## config.mk

```make
export PLATFORM = sky130hd
export DESIGN_NAME = lane_deserializer
export DESIGN_NICKNAME = d
export VERILOG_FILES = /design/src/rtl/demux_pkg.sv /design/src/rtl/lane_packer.sv /design/src/rtl/lane_deserializer.sv
export SDC_FILE = /design/constraint.sdc
export NUM_CORES = 1
export LEC_CHECK = 0
export ABC_CLOCK_PERIOD_IN_PS = 2150
export BUFFER_PORTS_ARGS = -buffer_cell sky130_fd_sc_hd__buf_2
export CAP_MARGIN = 20
export CORE_ASPECT_RATIO = 1.75
export CORE_MARGIN = 5
export CORE_UTILIZATION = 54
export DETAILED_ROUTE_END_ITERATION = 8
export PLACE_DENSITY = 0.81
export RECOVER_POWER = 100
export SETUP_SLACK_MARGIN = 0.2
export SLEW_MARGIN = 20
export SYNTH_ARGS = -nofsm -noshare
export SYNTH_HDL_FRONTEND = slang
export SYNTH_SLANG_ARGS = --single-unit
```

## constraint.sdc

```tcl
create_clock -name clk -period 2.15 [get_ports clk]
set_clock_uncertainty 0.2 [all_clocks]
set_input_delay 0.1075 -clock clk [delete_from_list [all_inputs] [get_ports clk]]
set_output_delay 0.1075 -clock clk [all_outputs]
set_load 0.005 [all_outputs]
```

## src/rtl/demux_pkg.sv

```systemverilog
// ---------------------------------------------------------------------------
// demux_pkg
// Definitions shared by the 1:2 bit demux and the lane deserializer that
// sits behind it.
//   NUM_LANES  : number of demux output lanes
//   lane_idx_t : type wide enough to hold a lane select
// ---------------------------------------------------------------------------
package demux_pkg;

    localparam int NUM_LANES = 2;

    typedef logic [$clog2(NUM_LANES)-1:0] lane_idx_t;

endpackage : demux_pkg

```

## src/rtl/lane_packer.sv

```systemverilog
// ---------------------------------------------------------------------------
// lane_packer
// Serial-to-parallel packer for a single demux lane: shift register, bit
// counter, one-word holding register with valid/ready handshake and a sticky
// overflow flag for words that had nowhere to go.
// Ports:
//   clk        : clock, rising edge
//   rst        : asynchronous active-high reset
//   cap_en     : capture cap_bit this cycle
//   cap_bit    : serial data bit for this lane
//   ready      : downstream consumer accepts the held word
//   clr_ovf    : synchronous clear of the overflow flag
//   word       : assembled word, stable while word_valid=1
//   word_valid : holding register contains a word
//   ovf        : sticky, a completed word was dropped
// ---------------------------------------------------------------------------
module lane_packer
    import demux_pkg::*;
#(
    parameter int WIDTH     = 8,
    parameter bit MSB_FIRST = 1'b1
) (
    input  logic             clk,
    input  logic             rst,
    input  logic             cap_en,
    input  logic             cap_bit,
    input  logic             ready,
    input  logic             clr_ovf,
    output logic [WIDTH-1:0] word,
    output logic             word_valid,
    output logic             ovf
);

    localparam int                CNT_W    = $clog2(WIDTH);
    localparam logic [CNT_W-1:0]  CNT_LAST = CNT_W'(WIDTH - 1);

    logic [WIDTH-1:0] r_shift;
    logic [CNT_W-1:0] r_cnt;
    logic [WIDTH-1:0] r_word;
    logic             r_valid;
    logic             r_ovf;

    logic [WIDTH-1:0] w_assembled;
    logic             w_complete;
    logic             w_free;
    logic             w_load;

    // Shift contents with the current bit appended; on the final bit of a
    // word this is the complete word.
    generate
        if (MSB_FIRST) begin : g_msb_first
            assign w_assembled = {r_shift[WIDTH-2:0], cap_bit};
        end else begin : g_lsb_first
            assign w_assembled = {cap_bit, r_shift[WIDTH-1:1]};
        end
    endgenerate

    assign w_complete = cap_en && (r_cnt == CNT_LAST);
    // A word being drained on this edge frees the slot for a word loading
    // on the same edge.
    assign w_free     = !r_valid || ready;
    assign w_load     = w_complete && w_free;

    always_ff @(posedge clk or posedge rst) begin
        if (rst) begin
            r_shift <= '0;
            r_cnt   <= '0;
            r_word  <= '0;
            r_valid <= 1'b0;
            r_ovf   <= 1'b0;
        end else begin
            if (cap_en) begin
                if (w_complete) begin
                    r_shift <= '0;
                    r_cnt   <= '0;
                end else begin
                    r_shift <= w_assembled;
                    r_cnt   <= r_cnt + CNT_W'(1);
                end
            end

            if (w_load) begin
                r_word  <= w_assembled;
                r_valid <= 1'b1;
            end else if (r_valid && ready) begin
                r_valid <= 1'b0;
            end

            // Setting takes priority over a coincident clear.
            if (w_complete && !w_free) begin
                r_ovf <= 1'b1;
            end else if (clr_ovf) begin
                r_ovf <= 1'b0;
            end
        end
    end

    assign word       = r_word;
    assign word_valid = r_valid;
    assign ovf        = r_ovf;

endmodule : lane_packer

```

## src/rtl/lane_deserializer.sv

```systemverilog
// ---------------------------------------------------------------------------
// lane_deserializer
// Takes the two outputs of the 1:2 bit demux plus its select and packs each
// lane's serial stream into WIDTH-bit words, one lane_packer per lane.
// Ports:
//   clk, rst           : clock / asynchronous active-high reset
//   bit_valid          : qualifies sel/y0/y1
//   sel                : demux select, 0 = lane 0, 1 = lane 1
//   y0, y1             : demux lane outputs
//   word0/1            : assembled words
//   word0/1_valid      : word available
//   word0/1_ready      : consumer accepts word
//   ovf0/1             : sticky dropped-word flags
//   clr_ovf            : synchronous clear of both ovf flags
// ---------------------------------------------------------------------------
module lane_deserializer
    import demux_pkg::*;
#(
    parameter int WIDTH     = 8,
    parameter bit MSB_FIRST = 1'b1
) (
    input  logic             clk,
    input  logic             rst,
    input  logic             bit_valid,
    input  logic             sel,
    input  logic             y0,
    input  logic             y1,
    output logic [WIDTH-1:0] word0,
    output logic             word0_valid,
    input  logic             word0_ready,
    output logic [WIDTH-1:0] word1,
    output logic             word1_valid,
    input  logic             word1_ready,
    output logic             ovf0,
    output logic             ovf1,
    input  logic             clr_ovf
);

    lane_idx_t              w_sel_lane;
    logic [NUM_LANES-1:0]   w_cap_en;
    logic [NUM_LANES-1:0]   w_lane_bit;
    logic [NUM_LANES-1:0]   w_ready;
    logic [NUM_LANES-1:0]   w_valid;
    logic [NUM_LANES-1:0]   w_ovf;
    logic [WIDTH-1:0]       w_word [NUM_LANES];

    assign w_sel_lane = lane_idx_t'(sel);
    assign w_lane_bit = {y1, y0};
    assign w_ready    = {word1_ready, word0_ready};

    generate
        for (genvar gi = 0; gi < NUM_LANES; gi++) begin : g_lane
            // Only the addressed lane sees a capture; the other lane's demux
            // output is ignored.
            assign w_cap_en[gi] = bit_valid && (w_sel_lane == lane_idx_t'(gi));

            lane_packer #(
                .WIDTH     (WIDTH),
                .MSB_FIRST (MSB_FIRST)
            ) u_packer (
                .clk        (clk),
                .rst        (rst),
                .cap_en     (w_cap_en[gi]),
                .cap_bit    (w_lane_bit[gi]),
                .ready      (w_ready[gi]),
                .clr_ovf    (clr_ovf),
                .word       (w_word[gi]),
                .word_valid (w_valid[gi]),
                .ovf        (w_ovf[gi])
            );
        end
    endgenerate

    assign word0       = w_word[0];
    assign word1       = w_word[1];
    assign word0_valid = w_valid[0];
    assign word1_valid = w_valid[1];
    assign ovf0        = w_ovf[0];
    assign ovf1        = w_ovf[1];

endmodule : lane_deserializer

```

# Yosys cells after proc, flatten, opt, wreduce, memory -nomap -nowiden
# Index checks and enable logic that the tools add are counted.
[word_totals]
regBits = 40
inputBits = 9
[op_classes]
n_addsub = 2
eq_ne = 2
mux = 11
bitwise_logic = 1
reduce_logical = 20
[ops]
columns = ["op", "n"]
rows = [
  ["$mux W7", 2],
  ["$logic_and A1 B1 Y1", 10],
  ["$reduce_bool A2 Y1", 4],
  ["$mux W1", 7],
  ["$add A3 B1 Y3 const B", 2],
  ["$eq A3 B3 Y1 const B", 2],
  ["$mux W3", 2],
  ["$logic_not A1 Y1", 4],
  ["$logic_or A1 B1 Y1", 2],
  ["$not A1 Y1", 1],
]

# Longest topological paths before layout
# Gate-level depths: netlist (run 1).
[logic_depth]
word_depth = 5
ltp_mapped = 7

# By module
# A second synthesis (run 1) with hierarchy kept.
[unflattened]
hier_cells = 139
hier_area_um2 = 1781.7
[by_module_without_submodules]
columns = ["module", "instances", "cells_per_inst", "area_each_um2", "seq_area_each_um2"]
rows = [
  ["lane_packer (g_lane[0].u_packer)", 1, 68, 885.8, 500.5],
  ["lane_packer (g_lane[1].u_packer)", 1, 69, 879.6, 500.5],
  ["lane_deserializer", 1, 2, 16.3, 0.0],
]

# Least setup slack after synthesis (run 1)
# No wires, ideal clock.
[synth_path]
path_type = "reg2reg"
start = "register g_lane[0].u_packer.r_cnt[0]"
end = "register g_lane[0].u_packer.r_word[0]"
arrival_time_ps = 1421
slack_ps = 401
stages_incl_launch_ff = 8
n_path_buf = 2
period_less_slack_ps = 1749
cell_sequence = "dfrtp_1 ha_1 ha_1 buf_4 nand3b_4 nor2b_1 buf_6 mux2_1"
[synth_between]
elab_chain_len = 3
[synth_rtl]
columns = ["element", "line_no", "rtl"]
rows = [
  ["start: declaration", "lane_packer.sv:38", "logic [CNT_W-1:0] r_cnt;"],
  ["start signal: assignment", "lane_packer.sv:78", "r_cnt <= r_cnt + CNT_W'(1);"],
  ["$eq A3 B3 Y1", "lane_packer.sv:58", "assign w_complete = cap_en && (r_cnt == CNT_LAST);"],
  ["$logic_and A1 B1 Y1", "lane_packer.sv:58", ""],
  ["$logic_and A1 B1 Y1", "lane_packer.sv:62", "assign w_load = w_complete && w_free;"],
  ["end signal: assignment", "lane_packer.sv:83", "r_word <= w_assembled;"],
  ["end: declaration", "lane_packer.sv:39", "logic [WIDTH-1:0] r_word;"],
]
# No other way between the ends.
# A chain may end at the register's enable or synchronous reset.

# Worst setup path after layout (run 1)
[layout_path]
start = "register g_lane[1].u_packer.r_cnt[0]"
end = "register g_lane[1].u_packer.r_word[3]"
[layout_between]
elab_chain_len = 3
[layout_rtl]
columns = ["element", "line_no"]
rows = [
  ["start: declaration", "lane_packer.sv:38"],
  ["start signal: assignment", "lane_packer.sv:78"],
  ["$eq A3 B3 Y1", "lane_packer.sv:58"],
  ["$logic_and A1 B1 Y1", "lane_packer.sv:58"],
  ["$logic_and A1 B1 Y1", "lane_packer.sv:62"],
  ["end signal: assignment", "lane_packer.sv:83"],
  ["end: declaration", "lane_packer.sv:39"],
]
# No other way between the ends.

==> results of run 1 <==
[worst max-delay path, cell delays in order (launching register included)]
cell     delay (ns)
dfrtp_1        0.38
ha_1           0.21
ha_4           0.20
nand3_1        0.19
nor2b_4        0.19
buf_12         0.14
mux2_1         0.32
[metal layers]
metal | global-route usage, % | wire length, um | share of wire (%)
met5 | 0 | 0 | 0
met4 | 8.14 | 71 | 2.2
met3 | 3.91 | 114 | 3.5
met2 | 30.8 | 1860 | 57
met1 | 19.1 | 1240 | 38
[metrics by stage]
stage | setup WS (ns) | hold WS (ns)
6_report | 0.198 | 0.292
5_1_grt | 0.109 | 0.314
4_1_cts | 0.237 | 0.286
3_5_place_dp | 0.104 | 0.0509
3_3_place_gp | 0.230 | 0.0342
2_1_floorplan | 0.401 | 0.00648
[layout make-up]
type,instances,area [um2]
flip-flops and latches,40,1000
clock inverters,3,42.5
multi-input cells,88,639
fillers,258,1030
repair buffers,43,265
inverters,3,11.3
clock buffers,5,68.8
well taps,43,53.8
[repair_timing]
item	in CTS	in global routing
gates cloned	0	0
setup buffers	2	0
setup endpoints to repair	8	11
gates resized for setup	1	2
hold buffers	9	0
endpoints found under the hold margin	48	0
[final timing paths]
kind	slack (ns)	startpoint	depth (start not counted)	end
max	0.20	g_lane[1].u_packer.r_cnt[0]	6	g_lane[1].u_packer.word[3]
min in group asynchronous	0.44	rst	4	g_lane[1].u_packer.r_shift[5]
max reg2reg	0.20	g_lane[1].u_packer.r_cnt[0]	6	g_lane[1].u_packer.word[3]
min	0.29	g_lane[0].u_packer.word[0]	1	g_lane[0].u_packer.word[0]
max in group asynchronous	0.72	rst	4	g_lane[1].u_packer.word[2]
min reg2reg	0.29	g_lane[0].u_packer.word[0]	1	g_lane[0].u_packer.word[0]
[cell families (layout without fill, tap and decap cells)]
logic type | Yosys count | in the layout | share of synthesized area, %
adders and majority gates | 4 | 4 | 2.92
AOI/OAI and AO/OA | 21 | 21 | 6.56
buffers and inverters | 11 | 54 | 4.15
DFF | 40 | 40 | 58.3
muxes | 17 | 17 | 12.9
and+or+nand+nor | 46 | 46 | 15.2
[sequential cells by signal, summed over array words and instances, names as in the netlist]
signal and flops:
g_lane.u_packer.word 16, g_lane.u_packer.word_valid 2, g_lane.u_packer.r_cnt 6, g_lane.u_packer.r_shift 14, g_lane.u_packer.ovf 2
[power by group]
part / switching (mW) / leakage [nW] / internal [mW]
combinational: 0.220 / 0.453 / 0.290
clock: 0.268 / 0.0541 / 0.343
sequential: 0.143 / 0.531 / 0.964
total: 0.631 / 1.04 / 1.60
[cell usage after synthesis]
cell / number / area share [%]
a21o_1: 2 / 0.87
o22ai_1: 2 / 0.73
buf_4: 1 / 0.44
ha_1: 4 / 2.9
buf_12: 1 / 1.2
nand3b_4: 1 / 1.2
dfrtp_1: 40 / 58
nand3_2: 1 / 0.58
mux2_4: 8 / 7.0
clkbuf_1: 3 / 0.66
nand2b_1: 20 / 7.3
nor2b_1: 1 / 0.36
nor2b_4: 1 / 0.80
mux2_1: 2 / 1.3
mux2_2: 7 / 4.6
inv_1: 3 / 0.66
nor3_1: 2 / 0.58
buf_6: 1 / 0.66
nand2_1: 20 / 4.4
buf_2: 2 / 0.58
o21ai_0: 17 / 5.0
==> flow_summary.toml, run 1 <==
[power_and_ir_drop]
peakVddDrop_v = 0.000673
power_mw = 2.23
p_leak_nw = 1.04
power_density_nw_per_um2 = 1070

[clock_tree]
clk_latency_ns = 0.29
cts.sink_count = 40
clock_path_buffers = 2
htreeDepth = 2
clkSlewWorstSetupHoldPaths_ns = 0.08
cts_root_buffer = "clkbuf_8"
numCtsBuffers = 5
cts_tree = "yes"

[critical_path]
start_kind = "flop"
crit_type = "reg2reg"
end_kind = "flop"
crit_required_ns = 2.13
crit_path_max_fanout = 11
cp.arrival_ns = 1.93

[placed_design]
numPortBuffers = 28
placed_area_um2 = 1880
place_congestion = 0.725
placed_cells = 206
dpl.hpwl_mm = 2.30

[cells_and_area]
final_cell_mix = "40 x dfrtp_1, 20 x nand2_1, 20 x nand2b_1"
drive_gt1_share_pct = 25.8
post-route-util_pct = 67.0
final_area_um2 = 2080
stdcell_count = 225
antenna_cells = 0
synthToLayoutAreaGrowth_pct = 21.3
final_common_cell = "dfrtp_1"
fin_nets = 194

[floorplanning]
die_w_um = 52.6
initial_core_util_pct = 55.2
dieHeight_um = 84.6
row_count = 27
io_pins = 29
core_um2 = 3110
dieArea_um2 = 4450

[status]
status = "complete, no violations"

[detailed_routing]
vias_per_cell = 4.96
ant_nets = 0
drtIter0Drc = 12
vias = 1116
drcViolationCount = 0
drt_first_pass_iters = 4
wl_mm = 3.29
wl_per_cell_um = 14.6

[sta]
setup-tns-final_ns = 0
max_freq_mhz = 512
slew_headroom_pct = 37.5
rsz0062_at_grt = "no"
final_hold_viol_count = 0
finalMaxSlewViolations = 0
post-route-period-util_pct = 90.8
setup_violations = 0
post-route-min-period_ns = 1.95
tightest_slew_ns = 0.937

[grt]
antenna_found_initial = 0
grt_pass1_wl_mm = 5.78
grt_usage_pct = 17.5
grt_max_degree = 41
grt_pass1_vias = 1241
grt_overflow = 0

[synthesis]
syn-num-nets = 152
syn_inst = 139
ys_ff_latch = 40
yosysWarnings = 0
ys_seq_area_share_pct = 58.3
avgSynthCellArea_um2 = 12.3
synthesis.area_um2 = 1720
ys_types = 21

[worst_hold_path]
hold_path_class = "reg2reg"

[job]
max_cap_violations = 0
No activity file was read; power rests on OpenSTA's default activity.
==> inputs of run 2 (changes only) <==
--- a/config.mk
+++ b/config.mk
@@ -6,8 +6,8 @@
 export NUM_CORES = 1
 export LEC_CHECK = 0
 export ABC_CLOCK_PERIOD_IN_PS = 2150
-export BUFFER_PORTS_ARGS = -buffer_cell sky130_fd_sc_hd__buf_2
-export CAP_MARGIN = 20
+export BUFFER_PORTS_ARGS = -buffer_cell sky130_fd_sc_hd__clkbuf_2
+export CAP_MARGIN = 15
 export CORE_ASPECT_RATIO = 1.75
 export CORE_MARGIN = 5
 export CORE_UTILIZATION = 54
==> run 2 against run 1 <==
Against the previous run: global-route usage fell by 0.52 points; critical path type unchanged; clock-buffer cell count is the same; register-to-register slack improved by 0.02 ns; sequential share of layout area is 0.29 points higher; sequential cell count unchanged; power decreased by 4.9%; wire length shrank 2.8%; critical path depth decreased by 1; design area fell by 0.60%.
==> flow_summary.toml, run 2 (synthesis results as in run 1) <==
[grt]
grt_overflow = 0
grt_usage_pct = 17.0
grt_pass1_vias = 1217
antenna_found_initial = 0
grt_max_degree = 41
grt_pass1_wl_mm = 5.54

[floorplanning]
row_count = 27
core_um2 = 3110
dieHeight_um = 84.6
initial_core_util_pct = 55.2
io_pins = 29
die_w_um = 52.6
dieArea_um2 = 4450

[cells_and_area]
largest_reg_flops = 16
final_common_cell = "dfrtp_1"
stdcell_count = 226
synthToLayoutAreaGrowth_pct = 20.6
fin_nets = 195
final_area_um2 = 2070
post-route-util_pct = 66.6
antenna_cells = 0
final_cell_mix = "40 x dfrtp_1, 20 x nand2_1, 20 x nand2b_1"
drive_gt1_share_pct = 25.1

[clock_tree]
clock_path_buffers = 2
clkSlewWorstSetupHoldPaths_ns = 0.08
clk_latency_ns = 0.29
cts_tree = "yes"
cts_root_buffer = "clkbuf_8"
htreeDepth = 2
cts.sink_count = 40
numCtsBuffers = 5

[sta]
post-route-period-util_pct = 89.9
final_hold_viol_count = 0
post-route-min-period_ns = 1.93
whs_ns = 0.278
tightest_slew_ns = 0.937
fin_ws_ns = 0.216
setup-tns-final_ns = 0
finalMaxSlewViolations = 0
slew_headroom_pct = 37.6
setup_violations = 0
max_freq_mhz = 517
rsz0062_at_grt = "yes"

[placed_design]
placed_area_um2 = 1870
dpl.hpwl_mm = 2.21
place_congestion = 0.758
placed_cells = 205
numPortBuffers = 28
post-place-ws_ns = 0.115

[detailed_routing]
drtIter0Drc = 9
drcViolationCount = 0
drt_first_pass_iters = 5
wl_per_cell_um = 14.1
vias = 1134
wl_mm = 3.20
vias_per_cell = 5.02
ant_nets = 0

[power_and_ir_drop]
peakVddDrop_v = 0.000769
p_leak_nw = 1.02
power_density_nw_per_um2 = 1020
power_mw = 2.12

[job]
max_cap_violations = 0

[critical_path]
cpMostUsedCell = "ha_1"
cp.arrival_ns = 1.91
r2r_cells = 5
crit_path_max_fanout = 3
cp_cell_sequence = "ha_1, ha_1, nand3b_2, o22ai_1, dlygate4sd3_1"
crit_type = "reg2reg"
end_kind = "flop"
crit_slowest_cell = "dlygate4sd3_1"
slowest_delay_ns = 0.56
crit_required_ns = 2.13
ff2ff_setup_slack_ns = 0.22
start_kind = "flop"

[worst_hold_path]
hold_path_class = "reg2reg"
hold_depth = 2

[status]
status = "complete, no violations"
run 2: what timing repair did:
item                                   CTS  global route
setup endpoints to repair                8             7
hold buffers                            11             0
gates cloned                             0             0
setup buffers                            1             1
endpoints found under the hold margin   48             0
resized for setup                        1             2
run 2: power breakdown:
part           internal, mW  switching, mW  total, mW
logic                 0.305          0.229      0.534
clock network         0.226          0.258      0.484
registers             0.964          0.138       1.10
total                  1.49          0.625       2.12
run 2: final cells by class:
cell class / instances / area (um2)
fillers: 256 / 1040
flip-flops and latches: 40 / 1000
multi-input cells: 88 / 636
repair buffers: 44 / 280
clock buffers: 5 / 68.8
well taps: 43 / 53.8
clock inverters: 3 / 18.8
inverters: 3 / 11.3
run 2: worst max-delay path: cells and delay by family (launching register included):
| family | cells | cell delay, ns |
|---|---|---|
| AOI/OAI and AO/OA | 1 | 0.09 |
| adders and majority gates | 2 | 0.46 |
| buffers and inverters | 1 | 0.56 |
| DFF | 1 | 0.40 |
| and+or+nand+nor | 1 | 0.11 |
run 2: path summary, 6_finish.rpt:
check                                                    from                            end
worst min-delay path            g_lane[0].u_packer.r_shift[6]  g_lane[0].u_packer.r_shift[6]
worst min register to register  g_lane[0].u_packer.r_shift[6]  g_lane[0].u_packer.r_shift[6]
max in group asynchronous                                 rst         g_lane[1].u_packer.ovf
worst max-delay path              g_lane[0].u_packer.r_cnt[0]         g_lane[0].u_packer.ovf
min in group asynchronous                                 rst  g_lane[1].u_packer.r_shift[5]
worst max register to register    g_lane[0].u_packer.r_cnt[0]         g_lane[0].u_packer.ovf
run 2: layer usage:
layer / vias to the layer above / share of wire (%) / track usage [%] / routed length, um
li1: 544 / - / - / -
met1: 556 / 39 / 18.2 / 1240
met2: 25 / 55 / 29.6 / 1750
met3: 9 / 4.0 / 4.44 / 128
met4: 0 / 2.7 / 8.14 / 85
met5: - / 0 / 0 / 0
==> inputs of run 3 (changes only) <==
--- a/config.mk
+++ b/config.mk
@@ -8,7 +8,7 @@
 export ABC_CLOCK_PERIOD_IN_PS = 2150
 export BUFFER_PORTS_ARGS = -buffer_cell sky130_fd_sc_hd__clkbuf_2
 export CAP_MARGIN = 15
-export CORE_ASPECT_RATIO = 1.75
+export CORE_ASPECT_RATIO = 0.5
 export CORE_MARGIN = 5
 export CORE_UTILIZATION = 54
 export DETAILED_ROUTE_END_ITERATION = 8
==> run 3 against run 2 <==
Against the previous run: critical path depth did not move; utilization fell by 0.28 points; die area rose by 0.54%; combinational power fell by 12%; worst hold slack got worse by 0.028 ns; sequential share of layout area rose by 1.4 points; clock-buffer cell count rose by 1; largest cell class unchanged.
==> flow_summary.toml, run 3 (synthesis results as in run 1) <==
[clock_tree]
clk_latency_ns = 0.28
clkSlewWorstSetupHoldPaths_ns = 0.07
htreeDepth = 2
cts_tree = "yes"
numCtsBuffers = 5
clock_path_buffers = 2
cts.sink_count = 40
cts_root_buffer = "clkbuf_8"

[critical_path]
start_kind = "flop"
crit_path_max_fanout = 3
end_kind = "flop"
crit_type = "reg2reg"
crit_required_ns = 2.12
cp.arrival_ns = 1.89

[detailed_routing]
drcViolationCount = 0
vias = 1104
drt_first_pass_iters = 4
wl_per_cell_um = 13.6
ant_nets = 0
drtIter0Drc = 41
wl_mm = 3.01
vias_per_cell = 4.97

[grt]
grt_pass1_vias = 1165
grt_overflow = 0
grt_max_degree = 41
grt_usage_pct = 15.5
grt_pass1_wl_mm = 5.55
antenna_found_initial = 0

[floorplanning]
initial_core_util_pct = 56.6
io_pins = 29
dieHeight_um = 49.9
core_um2 = 3030
row_count = 14
dieArea_um2 = 4480
die_w_um = 89.7

[sta]
rsz0062_at_grt = "no"
final_hold_viol_count = 0
setup-tns-final_ns = 0
whs_ns = 0.251
finalMaxSlewViolations = 0
setup_violations = 0
post-route-period-util_pct = 89.6
tightest_slew_ns = 0.953
post-route-min-period_ns = 1.93
slew_headroom_pct = 36.5
max_freq_mhz = 519

[status]
status = "complete, no violations"

[worst_hold_path]
hold_path_class = "in2reg"

[cells_and_area]
fin_nets = 195
largest_reg_flops = 16
multi_input_area_um2 = 608
final_cell_mix = "40 x dfrtp_1, 20 x nand2_1, 20 x nand2b_1"
final_common_cell = "dfrtp_1"
synthToLayoutAreaGrowth_pct = 17.1
drive_gt1_share_pct = 19.2
regArea_um2 = 1000
antenna_cells = 0
stdcell_count = 222
fill_cells = 231

[placed_design]
numPortBuffers = 28
place_congestion = 0.708
dpl.hpwl_mm = 2.02
placed_cells = 203

[power_and_ir_drop]
peakVddDrop_v = 0.000476
p_leak_nw = 1.01
power_density_nw_per_um2 = 1000

[job]
max_cap_violations = 0
-- run 3: changes by cell type in the layout (fill, tap and decap cells not counted) --
cell      delta
nor2b_4      +1
clkbuf_2     -2
mux2_1       +6
ha_1         +1
mux2_4       -6
ha_4         -1
clkinv_2     -1
clkbuf_1     +4
clkinv_4     -1
nor2b_1      -1
buf_12       -1
-- run 3: routing by layer --
metal  GRT usage, %  up-vias  share of wire, %
li1               -      546                 -
met3           4.56        6               4.1
met2           26.5       17                50
met5              0        -                 0
met1           18.9      535                45
met4           5.28        0               1.6
-- run 3: what timing repair did --
| action | CTS | global route |
|---|---|---|
| endpoints found under the hold margin | 48 | 0 |
| hold buffers | 11 | 0 |
| setup buffers | 0 | 1 |
| resized for setup | 0 | 1 |
| setup endpoints to repair | 0 | 5 |
-- run 3: path summary, 6_finish.rpt --
check	start	to	slack (ns)	cells past startpoint
max	g_lane[1].u_packer.r_cnt[0]	g_lane[1].u_packer.word_valid	0.22	5
min	sel	g_lane[1].u_packer.word[0]	0.25	4
max reg2reg	g_lane[1].u_packer.r_cnt[0]	g_lane[1].u_packer.word_valid	0.22	5
min reg2reg	g_lane[0].u_packer.word[7]	g_lane[0].u_packer.word[7]	0.29	1
max in group asynchronous	rst	g_lane[0].u_packer.r_shift[2]	0.72	4
min in group asynchronous	rst	g_lane[0].u_packer.ovf	0.45	4
-- run 3: report_power, final --
part           switching (mW)  internal (mW)
clock network           0.233          0.220
logic                   0.216          0.256
registers               0.127          0.965
total                   0.576           1.44
-- run 3: through the flow --
step                util [%]  total power, mW  instance area [um2]  worst slack (ns)
finish                  66.3             2.02                 2010             0.224
global route            66.3             2.17                 2010             0.129
CTS                     68.1             2.08                 2060             0.275
detailed placement      61.9             1.62                 1880             0.324
global placement        61.9             1.58                 1880             0.348
floorplan                  -             1.41                 1720             0.401
-- run 3: layout make-up --
class                      count  share of cell area (%)
timing repair buffer          44                    13.0
inverter                       3                   0.560
clock inverter                 1                   0.249
multi-input combinational     88                    30.3
sequential                    40                    49.8
tap                           40                    2.49
clock buffer                   6                    3.61
-- run 3: critical path, cell delays in order (launching register included) --
cell and delay (ns):
dfrtp_1 0.40, ha_1 0.20, ha_1 0.19, nand3_1 0.17, nand2_1 0.09, dlygate4sd3_1 0.55
